--- config.mk ---
export PLATFORM = sky130hd
export DESIGN_NAME = branch_exec_unit
export DESIGN_NICKNAME = d
export VERILOG_FILES = /design/src/rtl/branch_exec_unit_pkg.sv /design/src/rtl/branch_exec_unit_bht.sv /design/src/rtl/branch_exec_unit.sv
export SDC_FILE = /design/constraint.sdc
export NUM_CORES = 1
export LEC_CHECK = 0
export BUFFER_PORTS_ARGS = -buffer_cell sky130_fd_sc_hd__buf_2
export CORE_ASPECT_RATIO = 0.6
export CORE_MARGIN = 10
export CORE_UTILIZATION = 25
export DETAILED_ROUTE_END_ITERATION = 6
export PLACE_DENSITY_LB_ADDON = 0.12
export SLEW_MARGIN = 20
export SYNTH_ARGS = -nofsm -noshare
export SYNTH_HDL_FRONTEND = slang
export SYNTH_HIERARCHICAL = 1
export SYNTH_SLANG_ARGS = --single-unit
--- constraint.sdc ---
create_clock -name clk -period 4.4 [get_ports clk]
set_input_delay 0.44 -clock clk [delete_from_list [all_inputs] [get_ports clk]]
set_output_delay 0.44 -clock clk [all_outputs]
set_load 0.03 [all_outputs]
--- src/rtl/branch_exec_unit_pkg.sv ---
// Shared CPU definitions for the branch execution unit and its BHT.
// Holds the opcode encodings, the bus typedefs and valid/null constants.
// It also holds the BHT index width and the 2-bit saturating counter update.
// Contents: OP_* opcode constants, op_bus_t/tag_bus_t/data_bus_t,
//   VALID/INVALID/NULL_DATA, BHT_INIT, bht_next().
package branch_exec_unit_pkg;

  localparam int DATA_W_DEF    = 32;
  localparam int TAG_W_DEF     = 4;
  localparam int OP_W_DEF      = 6;
  localparam int BHT_IDX_W_DEF = 8;

  typedef logic [OP_W_DEF-1:0]   op_bus_t;
  typedef logic [TAG_W_DEF-1:0]  tag_bus_t;
  typedef logic [DATA_W_DEF-1:0] data_bus_t;

  localparam op_bus_t OP_BEQ  = 6'd1;
  localparam op_bus_t OP_BNE  = 6'd2;
  localparam op_bus_t OP_BLT  = 6'd3;
  localparam op_bus_t OP_BGE  = 6'd4;
  localparam op_bus_t OP_BLTU = 6'd5;
  localparam op_bus_t OP_BGEU = 6'd6;
  localparam op_bus_t OP_JAL  = 6'd7;
  localparam op_bus_t OP_JALR = 6'd8;

  localparam logic      VALID     = 1'b1;
  localparam logic      INVALID   = 1'b0;
  localparam data_bus_t NULL_DATA = '0;

  // Reset value of every counter: weakly not-taken.
  localparam logic [1:0] BHT_INIT = 2'b01;

  // Two-bit saturating counter step.
  function automatic logic [1:0] bht_next(input logic [1:0] ctr, input logic taken);
    logic [1:0] nxt;
    nxt = ctr;
    if (taken && ctr != 2'b11) nxt = ctr + 2'b01;
    else if (!taken && ctr != 2'b00) nxt = ctr - 2'b01;
    return nxt;
  endfunction

endpackage

--- src/rtl/branch_exec_unit_bht.sv ---
// Branch history table: an array of 2-bit saturating counters.
// It has one combinational read port for fetch and one registered update port.
// A read and an update of the same index in one cycle return the pre-update value.
// Ports:
//   clk, rst     clock, synchronous active-high reset (all entries -> BHT_INIT)
//   i_upd_en     update strobe (already qualified by rdy/clear/conditional)
//   i_upd_idx    index to update
//   i_upd_taken  resolved direction
//   i_rd_idx     fetch lookup index
//   o_rd_taken   prediction (counter MSB)
module branch_bht
  import branch_exec_unit_pkg::*;
#(
  parameter int IDX_W = BHT_IDX_W_DEF
) (
  input  logic             clk,
  input  logic             rst,
  input  logic             i_upd_en,
  input  logic [IDX_W-1:0] i_upd_idx,
  input  logic             i_upd_taken,
  input  logic [IDX_W-1:0] i_rd_idx,
  output logic             o_rd_taken
);

  localparam int NUM_ENT = 1 << IDX_W;

  logic [1:0] r_ctr [NUM_ENT];

  always_ff @(posedge clk) begin
    if (rst) begin
      for (int i = 0; i < NUM_ENT; i++) r_ctr[i] <= BHT_INIT;
    end else if (i_upd_en) begin
      r_ctr[i_upd_idx] <= bht_next(r_ctr[i_upd_idx], i_upd_taken);
    end
  end

  assign o_rd_taken = r_ctr[i_rd_idx][1];

endmodule

--- src/rtl/branch_exec_unit.sv ---
// Branch execution stage. It resolves one branch or jump per cycle from the branch RS.
// It broadcasts the result on the Branch CDB with one cycle of latency.
// It also updates the BHT that fetch reads combinationally.
// Optional build macro: BRANCH_STATS_EN adds the stat_branches/stat_taken counters.
// Ports:
//   clk, rst, rdy, clear        clock, sync active-high reset, global enable, flush
//   in_valid, in_op, in_reg1, in_reg2, in_imm, in_pc, in_dest_tag   issue from RS
//   cdb_valid, cdb_tag, cdb_data, br_taken, br_target               registered result
//   stat_branches, stat_taken   (BRANCH_STATS_EN only) conditional / taken counts
//   fetch_pc, fetch_pred_taken  BHT lookup for fetch
module branch_exec_unit
  import branch_exec_unit_pkg::*;
#(
  parameter int DATA_W    = DATA_W_DEF,
  parameter int TAG_W     = TAG_W_DEF,
  parameter int OP_W      = OP_W_DEF,
  parameter int BHT_IDX_W = BHT_IDX_W_DEF
) (
  input  logic              clk,
  input  logic              rst,
  input  logic              rdy,
  input  logic              clear,
  input  logic              in_valid,
  input  logic [OP_W-1:0]   in_op,
  input  logic [DATA_W-1:0] in_reg1,
  input  logic [DATA_W-1:0] in_reg2,
  input  logic [DATA_W-1:0] in_imm,
  input  logic [DATA_W-1:0] in_pc,
  input  logic [TAG_W-1:0]  in_dest_tag,
  output logic              cdb_valid,
  output logic [TAG_W-1:0]  cdb_tag,
  output logic [DATA_W-1:0] cdb_data,
  output logic              br_taken,
  output logic [DATA_W-1:0] br_target,
`ifdef BRANCH_STATS_EN
  output logic [31:0]       stat_branches,
  output logic [31:0]       stat_taken,
`endif
  input  logic [DATA_W-1:0] fetch_pc,
  output logic              fetch_pred_taken
);

  logic              w_is_cond;
  logic              w_taken;
  logic [DATA_W-1:0] w_target;
  logic [DATA_W-1:0] w_data;
  logic [DATA_W-1:0] w_link;
  logic [DATA_W-1:0] w_pc_rel;
  logic [DATA_W-1:0] w_jalr;
  logic              w_accept;
  logic              w_unused_fetch_bits;

  logic              r_cdb_valid;
  logic [TAG_W-1:0]  r_cdb_tag;
  logic [DATA_W-1:0] r_cdb_data;
  logic              r_br_taken;
  logic [DATA_W-1:0] r_br_target;

  assign w_link   = in_pc + DATA_W'(4);
  assign w_pc_rel = in_pc + in_imm;
  assign w_jalr   = (in_reg1 + in_imm) & ~DATA_W'(1);
  assign w_accept = rdy & in_valid & ~clear;

  // Unknown opcodes fall through the defaults: not taken, pc+4, no link.
  // They still produce a valid CDB beat so the ROB entry retires.
  always_comb begin
    w_is_cond = 1'b0;
    w_taken   = 1'b0;
    w_data    = NULL_DATA;
    case (in_op)
      OP_BEQ:  begin w_is_cond = 1'b1; w_taken = (in_reg1 == in_reg2); end
      OP_BNE:  begin w_is_cond = 1'b1; w_taken = (in_reg1 != in_reg2); end
      OP_BLT:  begin w_is_cond = 1'b1; w_taken = ($signed(in_reg1) <  $signed(in_reg2)); end
      OP_BGE:  begin w_is_cond = 1'b1; w_taken = ($signed(in_reg1) >= $signed(in_reg2)); end
      OP_BLTU: begin w_is_cond = 1'b1; w_taken = (in_reg1 <  in_reg2); end
      OP_BGEU: begin w_is_cond = 1'b1; w_taken = (in_reg1 >= in_reg2); end
      OP_JAL, OP_JALR: begin w_taken = 1'b1; w_data = w_link; end
      default: ;
    endcase
    w_target = w_link;
    if (w_taken) w_target = (in_op == OP_JALR) ? w_jalr : w_pc_rel;
  end

  // rdy low freezes everything, including the effect of clear.
  always_ff @(posedge clk) begin
    if (rst) begin
      r_cdb_valid <= INVALID;
      r_cdb_tag   <= '0;
      r_cdb_data  <= '0;
      r_br_taken  <= 1'b0;
      r_br_target <= '0;
    end else if (rdy) begin
      if (in_valid && !clear) begin
        r_cdb_valid <= VALID;
        r_cdb_tag   <= in_dest_tag;
        r_cdb_data  <= w_data;
        r_br_taken  <= w_taken;
        r_br_target <= w_target;
      end else begin
        r_cdb_valid <= INVALID;
        r_cdb_tag   <= '0;
        r_cdb_data  <= '0;
        r_br_taken  <= 1'b0;
        r_br_target <= '0;
      end
    end
  end

  assign cdb_valid = r_cdb_valid;
  assign cdb_tag   = r_cdb_tag;
  assign cdb_data  = r_cdb_data;
  assign br_taken  = r_br_taken;
  assign br_target = r_br_target;

  branch_bht #(.IDX_W(BHT_IDX_W)) u_bht (
    .clk         (clk),
    .rst         (rst),
    .i_upd_en    (w_accept & w_is_cond),
    .i_upd_idx   (in_pc[BHT_IDX_W+1:2]),
    .i_upd_taken (w_taken),
    .i_rd_idx    (fetch_pc[BHT_IDX_W+1:2]),
    .o_rd_taken  (fetch_pred_taken)
  );

  assign w_unused_fetch_bits = ^{fetch_pc[DATA_W-1:BHT_IDX_W+2], fetch_pc[1:0]};

`ifdef BRANCH_STATS_EN
  logic [31:0] r_stat_branches;
  logic [31:0] r_stat_taken;

  always_ff @(posedge clk) begin
    if (rst) begin
      r_stat_branches <= '0;
      r_stat_taken    <= '0;
    end else if (w_accept && w_is_cond) begin
      r_stat_branches <= r_stat_branches + 32'd1;
      if (w_taken) r_stat_taken <= r_stat_taken + 32'd1;
    end
  end

  assign stat_branches = r_stat_branches;
  assign stat_taken    = r_stat_taken;
`endif

endmodule

==> impl_metrics.toml, run 1 <==
[logic_synthesis]
syn_nets = 3561
synth_top_area_cell = "edfxtp_1"
synth_cells = 3288
async_flop_share = 0
netlist_area_mm2 = 0.0365
synth_edf_count = 512
synth.area.top_cells = "edfxtp_1, mux4_2, dfxtp_1, o21bai_1, ha_1"
syn-mean-instance-area_um2 = 11.1
ys_ff_latch = 582
ys_seq_area_frac = 0.460
synth_ff_type = "edfxtp_1"
yosysWarningCount = 6
synth_top_area_share = 0.421
synthDistinctLibCells = 89

[global_routing]
grt_pass1_wl_mm = 223
grt_pass1_vias = 28700
antenna_found_initial = 6
grt_max_degree = 86
gr-total-overflow = 0
grt_use_total = 0.189

[clocking]
tritoncts = "yes"
cts_buffer_depth = 3
post_cts_buffers = 0
numClockSinks = 582
cts_buffers = 68
cts_max_level = 3
clk_pin_slew_ns = 0.06
root_buffer = "clkbuf_16"
clock_latency_ns = 0.68

[setup_path]
timing_worst_setup_path_type = "flop to flop"
cp_data_required_time_ns = 4.81
setup.worst_path.start_class = "flop"
worst_setup_path_end_kind = "flop"
cp_max_fo = 21
worst_ep_arrival_time_ns = 4.66

[timing]
finalMaxSlewViolations = 0
rsz0062_at_grt = "false"
max_freq_ghz = 0.235
setup_viol_count_final = 0
finClkSkew_ns = 0.0279
holdWs_ns = 0.0853
finalHoldViolations = 0
period_minus_slack_ns = 4.25
worstMarginPinSlew_ns = 1.21
fin_crit_sh = 0.967
slew_headroom = 0.186

[placement]
gp_congestion = 0.839
placed_area_mm2 = 0.0419
dp_hpwl_mm = 117
dp_cells = 5474
portBuffers = 221

[floorplanning]
fp.dieW_um = 513
core_mm2 = 0.145
io-pin-count = 246
num_rows = 108
die_h_um = 316
dieArea_mm2 = 0.162
initial_core_util = 0.252

[final_layout]
area_growth_pct = 20.8
final_cell_mix = "edfxtp_1, nand2_1, buf_4"
nets = 3896
fin_util = 0.304
stdcell_area_mm2 = 0.0441
final_common_cell = "edfxtp_1"
drive_gt1_frac = 0.266
finalNonFillerCells = 5602

[pwr]
power.density_mw_per_mm2 = 340
leakage_nw = 15.6
peakVddDrop_v = 0.000221

[routing]
routed-via-count = 29400
dr.pass1.iters = 5
route.detailed.wl_per_inst_um = 28.0
remaining_drc_errors = 0
viasPerCell = 5.25
drt_iter0_drc = 3105
ant_nets = 0
routed_wl_mm = 157

[job]
max-cap-violations = 0

[outcome]
outcome = "complete, no violations"

[min_path]
hold_class = "input pin to flop"
[flip-flops by register name, summed over array words and instances, names as in the netlist]
register	cells
br_taken	1
br_target	32
cdb_data	32
cdb_tag	4
cdb_valid	1
u_bht/r_ctr	512
[Yosys cell counts, types with 39 or more instances]
cell and count:
o21ai_0 154, nand2b_1 183, nand3_1 45, nor3_1 199
mux4_2 204, xnor2_1 41, inv_1 57, a22oi_1 55
nor3b_1 95, nand2_1 287, edfxtp_1 512, nor2_1 233
a21oi_1 93, clkbuf_1 136, mux2i_1 72, o21bai_1 174
xor2_1 39, dfxtp_1 70, ha_1 96, buf_2 80
or2_2 99
[worst max-delay path, stage by stage, from the launching register on]
cell      delay [ns]
edfxtp_1        0.41
mux4_2          0.49
mux4_2          0.52
a22oi_1         0.28
a211oi_1        0.22
or3b_2          0.52
o31a_1          0.13
ha_1            0.23
mux2i_4         0.28
a21boi_4        0.27
buf_12          0.25
buf_4           0.26
o21bai_1        0.10
[cell type report]
type / count / area [um^2]
multi-input combinational: 2376 / 18300
tap: 1925 / 2410
clock buffer: 83 / 1810
timing repair buffer: 537 / 4160
inverter: 58 / 220
clock inverter: 38 / 355
antenna: 3 / 7.51
sequential: 582 / 16800
fill: 15000 / 101000
[kinds of logic (layout without fill, tap and decap cells)]
group / Yosys count / in the layout / synth area share
AOI/OAI and AO/OA: 660 / 660 / 0.122
adders and majority gates: 98 / 98 / 0.0340
muxes: 281 / 281 / 0.147
buffers and inverters: 330 / 716 / 0.0404
other: 0 / 3 / 0
and+or+nand+nor: 1257 / 1257 / 0.178
DFF: 582 / 582 / 0.460
xor gates and xnor gates: 80 / 80 / 0.0192
[layer usage]
metal,vias to the layer above,track usage,wire (um),share of wire
met5,-,0,0,0
met4,0,0.0276,1900,0.012
met3,116,0.0464,12100,0.077
met2,913,0.251,60900,0.39
met1,15200,0.304,82300,0.52
li1,13100,-,-,-
[per-stage QoR]
| stage | setup slack [ns] | power (mW) | setup TNS (ns) |
|---|---|---|---|
| after global placement | -0.287 | 9.25 | -105.86 |
| after detailed placement | -0.363 | 9.23 | -132.88 |
| after global routing | 0.0523 | 15.6 | 0 |
| after floorplan | 0.0134 | 7.92 | 0 |
| final | 0.145 | 15.0 | 0 |
| after CTS | 0.199 | 15.1 | 0 |
[path summary, 6_finish.rpt]
| kind | from | to | slack, ns | cells after the start |
|---|---|---|---|---|
| worst max-delay path | u_bht/r_ctr[175][1] | u_bht/r_ctr[116][0] | 0.15 | 12 |
| worst max register to register | u_bht/r_ctr[175][1] | u_bht/r_ctr[116][0] | 0.15 | 12 |
| worst min register to register | br_target[24] | br_target[24] | 0.45 | 2 |
| worst min-delay path | in_pc[0] | cdb_data[0] | 0.09 | 3 |
[what timing repair did]
item	4_1_cts	5_1_grt
endpoints found under the hold margin	4	0
hold buffers	4	0
gates resized for setup	0	1
endpoints found under the setup margin	0	18
[power by group]
part	switching, mW	leakage, nW	internal, mW
combinational	1.88	9.47	1.11
clock	2.59	1.07	3.25
sequential	0.0697	5.03	6.09
Note: power is estimated with default switching activity, not from simulation.
==> inputs of run 2 (changes only) <==
BUFFER_PORTS_ARGS = -buffer_cell sky130_fd_sc_hd__clkbuf_2   (was -buffer_cell sky130_fd_sc_hd__buf_2)
CORE_ASPECT_RATIO = 0.75   (was 0.6)
HOLD_SLACK_MARGIN = 0.08   (was default)
==> run 2 against run 1 <==
Effect of this change: wire length fell by 2.9%; sequential power barely moved; global-route usage fell by 0.39 points; critical path type unchanged; largest power group unchanged; highest routed layer is now met5.
==> impl_metrics.toml, run 2 (same netlist as run 1, synthesis figures left out) <==
[clocking]
cts_buffer_depth = 3
numClockSinks = 582
cts_buffers = 72
cts_max_level = 3
clock_latency_ns = 0.69
clk_pin_slew_ns = 0.06
tritoncts = "yes"
root_buffer = "clkbuf_16"

[pwr]
leakage_nw = 15.7
power_frac_comb = 0.198
power.share.clock = 0.401
p_sw_frac = 0.298
power.density_mw_per_mm2 = 346
peakVddDrop_v = 0.000226
cellInternalPower_mw = 10.8
power.switching_mw = 4.57
p_seq_frac = 0.401
power_mw = 15.4

[placement]
gp_congestion = 0.845
dp_hpwl_mm = 113
portBuffers = 221
placed_area_mm2 = 0.0420
pre_cts_ws_ns = -0.391

[timing]
period_minus_slack_ns = 4.26
fin_crit_sh = 0.969
finClkSkew_ns = 0.0294
setup_viol_count_final = 0
finalMaxSlewViolations = 0
rsz0062_at_grt = "false"
worstMarginPinSlew_ns = 1.00
slew_headroom = 0.330
finalHoldViolations = 0
max_freq_ghz = 0.235
setup_ws_ns = 0.136
setup_tns_ns = 0

[setup_path]
crit_chain = "mux4_2 -> mux4_2 -> a22oi_2 -> a211oi_1 -> or3b_2 -> o31ai_1 -> ha_1 -> mux2i_4 -> buf_4 -> nor4b_4 -> buf_4 -> buf_12 -> nor3b_1"
setup.worst_path.start_class = "flop"
timing_worst_setup_path_type = "flop to flop"
worst_setup_path_end_kind = "flop"
slowest_stage = "mux4_2"
cp_data_required_time_ns = 4.83
slowest_delay_ns = 0.56
worst_ep_arrival_time_ns = 4.69
cp_max_fo = 32

[final_layout]
area_growth_pct = 21.6
final_common_cell = "edfxtp_1"
regArea_mm2 = 0.0168
nets = 3904
drive_gt1_frac = 0.269
regMostFlops = "u_bht/r_ctr"
multi_input_area_mm2 = 0.0184
fill_cells = 15000
stdcell_area_mm2 = 0.0444
fin_util = 0.306
final_cell_mix = "edfxtp_1, nand2_1, buf_4"
largest_reg_flops = 512

[floorplanning]
die_h_um = 351
dieArea_mm2 = 0.162
initial_core_util = 0.252
core_mm2 = 0.145
fp.dieW_um = 461
io-pin-count = 246
num_rows = 121

[routing]
remaining_drc_errors = 0
drt_iter0_drc = 2568
viasPerCell = 5.22
route.detailed.wl_per_inst_um = 27.3
dr.pass1.iters = 5
ant_nets = 0
routed_wl_mm = 153
routed-via-count = 29200

[global_routing]
gr-total-overflow = 0
antenna_found_initial = 9
top_usage_layer = "met2"
grt_pass1_wl_mm = 219
grt_use_met3 = 0.0310
grt_max_degree = 147
grt_use_total = 0.185
met1_usage = 0.278
global_route.usage.met2 = 0.279
grt_pass1_vias = 28800

[job]
max-cap-violations = 0

[outcome]
outcome = "complete, no violations"

[min_path]
hold_class = "input pin to flop"
==> run 2: cell count changes in the layout (fill, tap and decap cells not counted), sizes merged <==
cell,delta
clkbuf,+220
diode,-2
inv,-1
buf,-212
bufinv,+2
clkinvlp,+3
clkinv,+2
dlygate4sd3,+1
==> run 2: worst max-delay path: cells and delay by family (launching register included) <==
kind | cells | cell delay (ns)
AOI/OAI and AO/OA | 3 | 0.56
buffers and inverters | 3 | 0.68
muxes | 3 | 1.20
DFF | 1 | 0.40
and+or+nand+nor | 3 | 0.86
adders and majority gates | 1 | 0.27
==> run 2: cell type report <==
class / instances / share of cell area
clock buffer: 88 / 0.0429
multi-input combinational: 2376 / 0.413
timing repair buffer: 541 / 0.0973
tap: 1906 / 0.0537
inverter: 58 / 0.00496
sequential: 582 / 0.378
clock inverter: 44 / 0.0100
antenna: 1 / 0.0000564
==> run 2: power by group through the flow <==
stage	logic [mW]	clock network (mW)	registers, mW
2_1_floorplan	1.66	0	6.26
3_3_place_gp	3.02	0	6.27
3_5_place_dp	3.01	0	6.27
4_1_cts	3.03	6.34	6.15
5_1_grt	3.23	6.55	6.16
6_report	3.03	6.16	6.16
==> run 2: per-stage QoR <==
| step | std cells | hold slack (ns) |
|---|---|---|
| floorplan | 3288 | 0.574 |
| global placement | 5456 | 0.440 |
| detailed placement | 5456 | 0.447 |
| CTS | 5595 | 0.110 |
| global route | 5596 | 0.175 |
| finish | 5596 | 0.154 |
==> run 2: final timing paths <==
check / startpoint / to / slack, ns / depth (start not counted)
worst min register to register: br_target[24] / br_target[24] / 0.46 / 2
worst min-delay path: in_pc[1] / cdb_data[1] / 0.15 / 3
worst max-delay path: u_bht/r_ctr[175][1] / u_bht/r_ctr[185][1] / 0.14 / 13
worst max register to register: u_bht/r_ctr[175][1] / u_bht/r_ctr[185][1] / 0.14 / 13
==> run 2: repair_timing <==
action	CTS	global route
pin swaps	1	0
cloned	0	0
hold endpoints to repair	5	0
setup endpoints to repair	12	253
hold buffers	5	0
setup buffers	2	0
gates resized for setup	0	1
==> run 2: per-layer routing <==
| metal | vias up | routed length, um |
|---|---|---|
| met5 | - | 16 |
| met4 | 2 | 2510 |
| met3 | 133 | 8540 |
| met2 | 822 | 66700 |
| met1 | 15100 | 74800 |
| li1 | 13200 | - |
